[src/rtl/branch_pht_if.sv]
// Prediction/update bundle between the pipeline datapath and the branch PHT.
interface branch_pht_if;
  logic [31:0] pcF;
  logic        branchM;
  logic [31:0] pcM;
  logic        takenM;
  logic        predM;
  logic        pbranchF;
  logic        pmis;
  logic        flushD;
  logic        flushE;
  logic        flushM;
  logic [31:0] br_cnt;
  logic [31:0] mis_cnt;

  modport master (
    output pcF, branchM, pcM, takenM, predM,
    input  pbranchF, pmis, flushD, flushE, flushM, br_cnt, mis_cnt
  );

  modport slave (
    input  pcF, branchM, pcM, takenM, predM,
    output pbranchF, pmis, flushD, flushE, flushM, br_cnt, mis_cnt
  );
endinterface

[src/rtl/branch_pht_unit.sv]
// Bimodal branch predictor: table of 2-bit saturating counters indexed by PC,
// read in fetch and trained in memory stage, with misprediction statistics.
module branch_pht_unit #(
  parameter int         IDX_W    = 6,
  parameter logic [1:0] INIT_CNT = 2'b01
) (
  input  logic        clk,
  input  logic        rst,
  branch_pht_if.slave bus
);
  localparam int ENTRIES = 1 << IDX_W;

  function automatic logic [1:0] sat_step2(input logic [1:0] cnt, input logic up);
    if (up) return (cnt == 2'b11) ? cnt : cnt + 2'b01;
    else     return (cnt == 2'b00) ? cnt : cnt - 2'b01;
  endfunction

  function automatic logic [31:0] sat_inc32(input logic [31:0] val, input logic en);
    return (en && (val != 32'hFFFF_FFFF)) ? val + 32'd1 : val;
  endfunction

  logic [1:0]       pht_q [ENTRIES];
  logic [1:0]       upd_cnt_d;
  logic [IDX_W-1:0] idx_f;
  logic [IDX_W-1:0] idx_m;
  logic             mis;
  logic [31:0]      br_cnt_q;
  logic [31:0]      br_cnt_d;
  logic [31:0]      mis_cnt_q;
  logic [31:0]      mis_cnt_d;
  logic             unused_pc_bits;

  assign idx_f = bus.pcF[IDX_W+1:2];
  assign idx_m = bus.pcM[IDX_W+1:2];
  assign unused_pc_bits = ^{bus.pcF[31:IDX_W+2], bus.pcF[1:0],
                            bus.pcM[31:IDX_W+2], bus.pcM[1:0]};

  // Prediction reads the registered table directly, so a same-cycle update is not bypassed.
  assign bus.pbranchF = pht_q[idx_f][1];

  assign mis         = bus.branchM & (bus.takenM != bus.predM);
  assign bus.pmis    = mis;
  assign bus.flushD  = mis;
  assign bus.flushE  = mis;
  assign bus.flushM  = mis;

  assign upd_cnt_d = sat_step2(pht_q[idx_m], bus.takenM);
  assign br_cnt_d  = sat_inc32(br_cnt_q, bus.branchM);
  assign mis_cnt_d = sat_inc32(mis_cnt_q, mis);

  always_ff @(posedge clk or negedge rst) begin
    if (!rst) begin
      for (int i = 0; i < ENTRIES; i++) pht_q[i] <= INIT_CNT;
    end else if (bus.branchM) begin
      pht_q[idx_m] <= upd_cnt_d;
    end
  end

  always_ff @(posedge clk or negedge rst) begin
    if (!rst) begin
      br_cnt_q  <= '0;
      mis_cnt_q <= '0;
    end else begin
      br_cnt_q  <= br_cnt_d;
      mis_cnt_q <= mis_cnt_d;
    end
  end

  assign bus.br_cnt  = br_cnt_q;
  assign bus.mis_cnt = mis_cnt_q;
endmodule

[src/flat_wrapper.sv]
// flat-port wrapper written by rule: the top's interface ports become plain ports
module branch_pht_unit_flat 
#(
  parameter int         IDX_W    = 6,
  parameter logic [1:0] INIT_CNT = 2'b01
)
  (clk, rst, bus_pcF, bus_branchM, bus_pcM, bus_takenM, bus_predM, bus_pbranchF, bus_pmis, bus_flushD, bus_flushE, bus_flushM, bus_br_cnt, bus_mis_cnt);
  branch_pht_if bus_i ();
  input  logic clk;
  input  logic rst;
  input wire logic [$bits(bus_i.pcF)-1:0] bus_pcF;
  input wire logic [$bits(bus_i.branchM)-1:0] bus_branchM;
  input wire logic [$bits(bus_i.pcM)-1:0] bus_pcM;
  input wire logic [$bits(bus_i.takenM)-1:0] bus_takenM;
  input wire logic [$bits(bus_i.predM)-1:0] bus_predM;
  output wire logic [$bits(bus_i.pbranchF)-1:0] bus_pbranchF;
  output wire logic [$bits(bus_i.pmis)-1:0] bus_pmis;
  output wire logic [$bits(bus_i.flushD)-1:0] bus_flushD;
  output wire logic [$bits(bus_i.flushE)-1:0] bus_flushE;
  output wire logic [$bits(bus_i.flushM)-1:0] bus_flushM;
  output wire logic [$bits(bus_i.br_cnt)-1:0] bus_br_cnt;
  output wire logic [$bits(bus_i.mis_cnt)-1:0] bus_mis_cnt;
  assign bus_i.pcF = bus_pcF;
  assign bus_i.branchM = bus_branchM;
  assign bus_i.pcM = bus_pcM;
  assign bus_i.takenM = bus_takenM;
  assign bus_i.predM = bus_predM;
  assign bus_pbranchF = bus_i.pbranchF;
  assign bus_pmis = bus_i.pmis;
  assign bus_flushD = bus_i.flushD;
  assign bus_flushE = bus_i.flushE;
  assign bus_flushM = bus_i.flushM;
  assign bus_br_cnt = bus_i.br_cnt;
  assign bus_mis_cnt = bus_i.mis_cnt;
  branch_pht_unit #(.IDX_W(IDX_W), .INIT_CNT(INIT_CNT)) u_core (.clk(clk), .rst(rst), .bus(bus_i));
endmodule
[config.mk]
export PLATFORM = sky130hd
export DESIGN_NAME = branch_pht_unit_flat
export DESIGN_NICKNAME = d
export VERILOG_FILES = /design/src/rtl/branch_pht_if.sv /design/src/rtl/branch_pht_unit.sv /design/src/flat_wrapper.sv
export SDC_FILE = /design/constraint.sdc
export NUM_CORES = 1
export LEC_CHECK = 0
export BUFFER_PORTS_ARGS = -buffer_cell sky130_fd_sc_hd__buf_2
export CAP_MARGIN = 25
export CORE_MARGIN = 1.5
export CORE_UTILIZATION = 51
export DETAILED_ROUTE_END_ITERATION = 12
export PLACE_DENSITY = 0.75
export RECOVER_POWER = 25
export SLEW_MARGIN = 10
export SYNTH_ARGS = -nofsm -noshare
export SYNTH_HDL_FRONTEND = slang
export SYNTH_SLANG_ARGS = --single-unit
[constraint.sdc]
create_clock -name clk -period 2.75 [get_ports clk]
set_clock_uncertainty 0.05 [all_clocks]
set_input_delay 0.1375 -clock clk [delete_from_list [all_inputs] [get_ports clk]]
set_output_delay 0.1375 -clock clk [all_outputs]
set_load 0.01 [all_outputs]
==> impl_metrics.env <==
export IMPL_outcome="finished, violations left"
export IMPL_violations="max-capacitance violations, max-slew violations"
export IMPL_post_place_ws_ns=-0.1244
export IMPL_die_width_um=140.9
export IMPL_dp_hpwl_um=16950
export IMPL_grt_ovfl_total=0
export IMPL_grt_util_all_layers_pct=25.50
export IMPL_synth_top_area_cell="dfrtp_1"
export IMPL_die_h_um=140.9
export IMPL_netlist_top_cells_count="nand2_1, dfrtp_1, dfstp_2, o21ai_0, o21ai_2"
export IMPL_cts_path_max_buffers=2
export IMPL_syn_inst=921
export IMPL_slew_headroom_pct=-34.34
export IMPL_hold_viol_final=0
export IMPL_drv_slew=81
export IMPL_cts_sinks=192
export IMPL_yosysWarnings=0
export IMPL_grt_util_met2_pct=40.24
export IMPL_layout_min_cycle_time_ns=2.698
export IMPL_reg2reg_from="u_core.pht_q[101]"
export IMPL_first_pass_iters=5
export IMPL_yosysTopAreaCellShare_pct=33.01
export IMPL_dr_first_iter_drc_count=623
export IMPL_cts_buffers=17
export IMPL_grt_pass1_vias=7469
export IMPL_drive_gt1_share_pct=31.96
export IMPL_cts_tree="yes"
export IMPL_max_cap_viol_count=1
export IMPL_worstPathArrival_ns=2.93
export IMPL_cell_internal_pwr_uw=5191
export IMPL_yosysUniqueCellTypes=51
export IMPL_wl_per_cell_um=18.90
export IMPL_vias_per_cell=5.861
export IMPL_fp_row_count=50
export IMPL_synth_seq_cells=192
export IMPL_rsz0062_at_grt="yes"
export IMPL_comb_power_share_pct=18.4
export IMPL_grt_max_degree=82
export IMPL_synthTopCellsByArea="dfrtp_1, dfstp_2, nand2_1, mux4_2, o21ai_2"
export IMPL_cp_data_required_time_ns=2.99
export IMPL_clk_latency_ns=0.44
export IMPL_syn_avg_cell_area_um2=10.54
export IMPL_fin_crit_sh_pct=98.09
export IMPL_synth_most_common_cell="nand2_1"
export IMPL_r2r_cells=8
export IMPL_max_vdd_ir_drop_mv=0.4695
export IMPL_syn_num_nets=992
export IMPL_hold_end="u_core.bus.br_cnt[23]"
export IMPL_setup_viol=0
export IMPL_gp_congestion=0.8802
export IMPL_fin_util_pct=61.30
export IMPL_ctsRootBufferMaster="clkbuf_16"
export IMPL_grt_pass1_wl_um=39340
export IMPL_drc=0
export IMPL_io_pins=138
export IMPL_ys_flop_type="dfrtp_1"
export IMPL_top_usage_layer="met2"
export IMPL_h_tree_depth=4
export IMPL_synthToLayoutAreaGrowth_pct=18.15
export IMPL_core_area_mm2=0.01871
export IMPL_worstMarginPinSlew_ns=2.015
export IMPL_setup_slack_ns=0.05249
export IMPL_n_antenna_cell=0
export IMPL_antenna_found_initial=0
export IMPL_holdCritStartpoint="bus_branchM"
export IMPL_ff2ff_setup_slack_ns=0.05
export IMPL_hp_class="in2reg"
export IMPL_synth_seq_area_share_pct=50.34
export IMPL_post_place_cells=1261
export IMPL_synth_area_mm2=0.009704
export IMPL_p_per_area_mw_per_mm2=641.7
export IMPL_fmax_ghz=0.3707
export IMPL_critical_path_class="reg2reg"
export IMPL_port_buffers=85
export IMPL_r2r_end="u_core.pht_q[73]"
export IMPL_cellLeakagePower_uw=0.005102
export IMPL_end_kind="flip-flop"
export IMPL_whs_path_depth=4
export IMPL_synth_edf_count=0
export IMPL_fin_cells=1301
export IMPL_start_util_pct=51.88
export IMPL_clkTransAtPathRegs_ns=0.07
export IMPL_switchingPower_uw=2166
export IMPL_swShare_pct=29.44
export IMPL_seqPwrFrac_pct=48.0
export IMPL_crit_path_start_kind="flip-flop"
export IMPL_dieArea_mm2=0.01986
export IMPL_dr_total_vias=7625
export IMPL_drt_total_wl_um=24580
export IMPL_async_flop_share_pct=100.0
export IMPL_nets=1125
export IMPL_grt_use_met3_pct=6.827
export IMPL_drtAntennaViolNets=0
export IMPL_power_share_clock_pct=33.6
export IMPL_path_max_fanout=19
export IMPL_use_met1_pct=34.09
-- through the flow --
step | total power (uW) | area [um2] | hold WS (ns) | setup TNS (ns)
after global placement | 4772 | 10720 | 0.1545 | -0.6837
after detailed placement | 4824 | 10720 | 0.1577 | -6.067
after global routing | 7690 | 11470 | 0.1899 | -0.08438
after floorplan | 4327 | 9706 | -0.2081 | 0
final | 7357 | 11470 | 0.1623 | 0
after CTS | 7301 | 11320 | 0.1471 | 0
-- cell usage in the layout (no fill, tap or decap), drive strengths merged, types with 11 or more instances in the layout --
cell type / count
and3: 15
and4: 11
buf: 150
clkbuf: 23
dfrtp: 128
dfstp: 64
inv: 17
mux2i: 12
mux4: 37
nand2: 240
nand3: 24
nand4: 14
nor2: 32
o21ai: 130
xnor2: 39
xor2: 24
-- power by group through the flow --
stage / Clock [uW] / Combinational [uW] / Sequential [uW]
floorplan: 0 / 788 / 3540
global placement: 0 / 1220 / 3560
detailed placement: 0 / 1250 / 3570
CTS: 2520 / 1260 / 3520
global route: 2640 / 1470 / 3580
finish: 2470 / 1350 / 3530
-- worst max-delay path, stage by stage, from the launching register on --
cell	delay (ns)
dfrtp_1	0.40
mux4_4	0.59
mux2_2	0.29
a22oi_2	0.19
nand2_2	0.09
nor4b_4	0.33
maj3_4	0.31
buf_12	0.17
o21ai_0	0.12
-- repair_timing --
action,in CTS,in global routing
hold buffers,1,0
setup buffers,0,3
resized for setup,0,25
endpoints found under the setup margin,0,93
endpoints found under the hold margin,64,0
-- logic make-up (layout without fill, tap and decap cells) --
family	Yosys count	after routing	share of synthesized area (%)
compound gates	169	169	11.23
xor+xnor	63	63	5.686
mux	57	57	10.86
simple gates	383	383	17.97
fa+ha+maj	4	4	0.5415
flops	192	192	50.34
buf+inv	53	199	3.378
-- final cells by class --
class / instances / area, um2
tap: 234 / 292.8
clock inverter: 14 / 150.1
clock buffer: 18 / 439.2
multi-input combinational: 676 / 4499
inverter: 11 / 41.29
fill: 1500 / 7239
timing repair buffer: 156 / 1159
sequential: 192 / 4885
-- routing by layer --
metal | vias up | routed length [um]
li1 | 3517 | -
met4 | 0 | 707
met3 | 63 | 1859
met1 | 3713 | 10390
met2 | 332 | 11630
met5 | - | 0
-- worst max-delay path by stage --
stage,startpoint,endpoint,slack [ns],cells past startpoint
after global routing,u_core.pht_q[111],u_core.pht_q[73],-0.02,8
after detailed placement,bus_pcM[2],u_core.pht_q[12],-0.12,12
after global placement,bus_pcM[2],u_core.pht_q[12],-0.07,12
after CTS,u_core.pht_q[101],u_core.pht_q[12],0.01,8
after floorplan,bus_pcF[2],bus_pbranchF,0.23,5
final,u_core.pht_q[101],u_core.pht_q[73],0.05,8
-- flip-flops by register name (all words and copies together) (netlist names) --
name,flops
u_core.bus.br_cnt,32
u_core.bus.mis_cnt,32
u_core.pht_q,128
No activity file was read; power rests on OpenSTA's default activity.
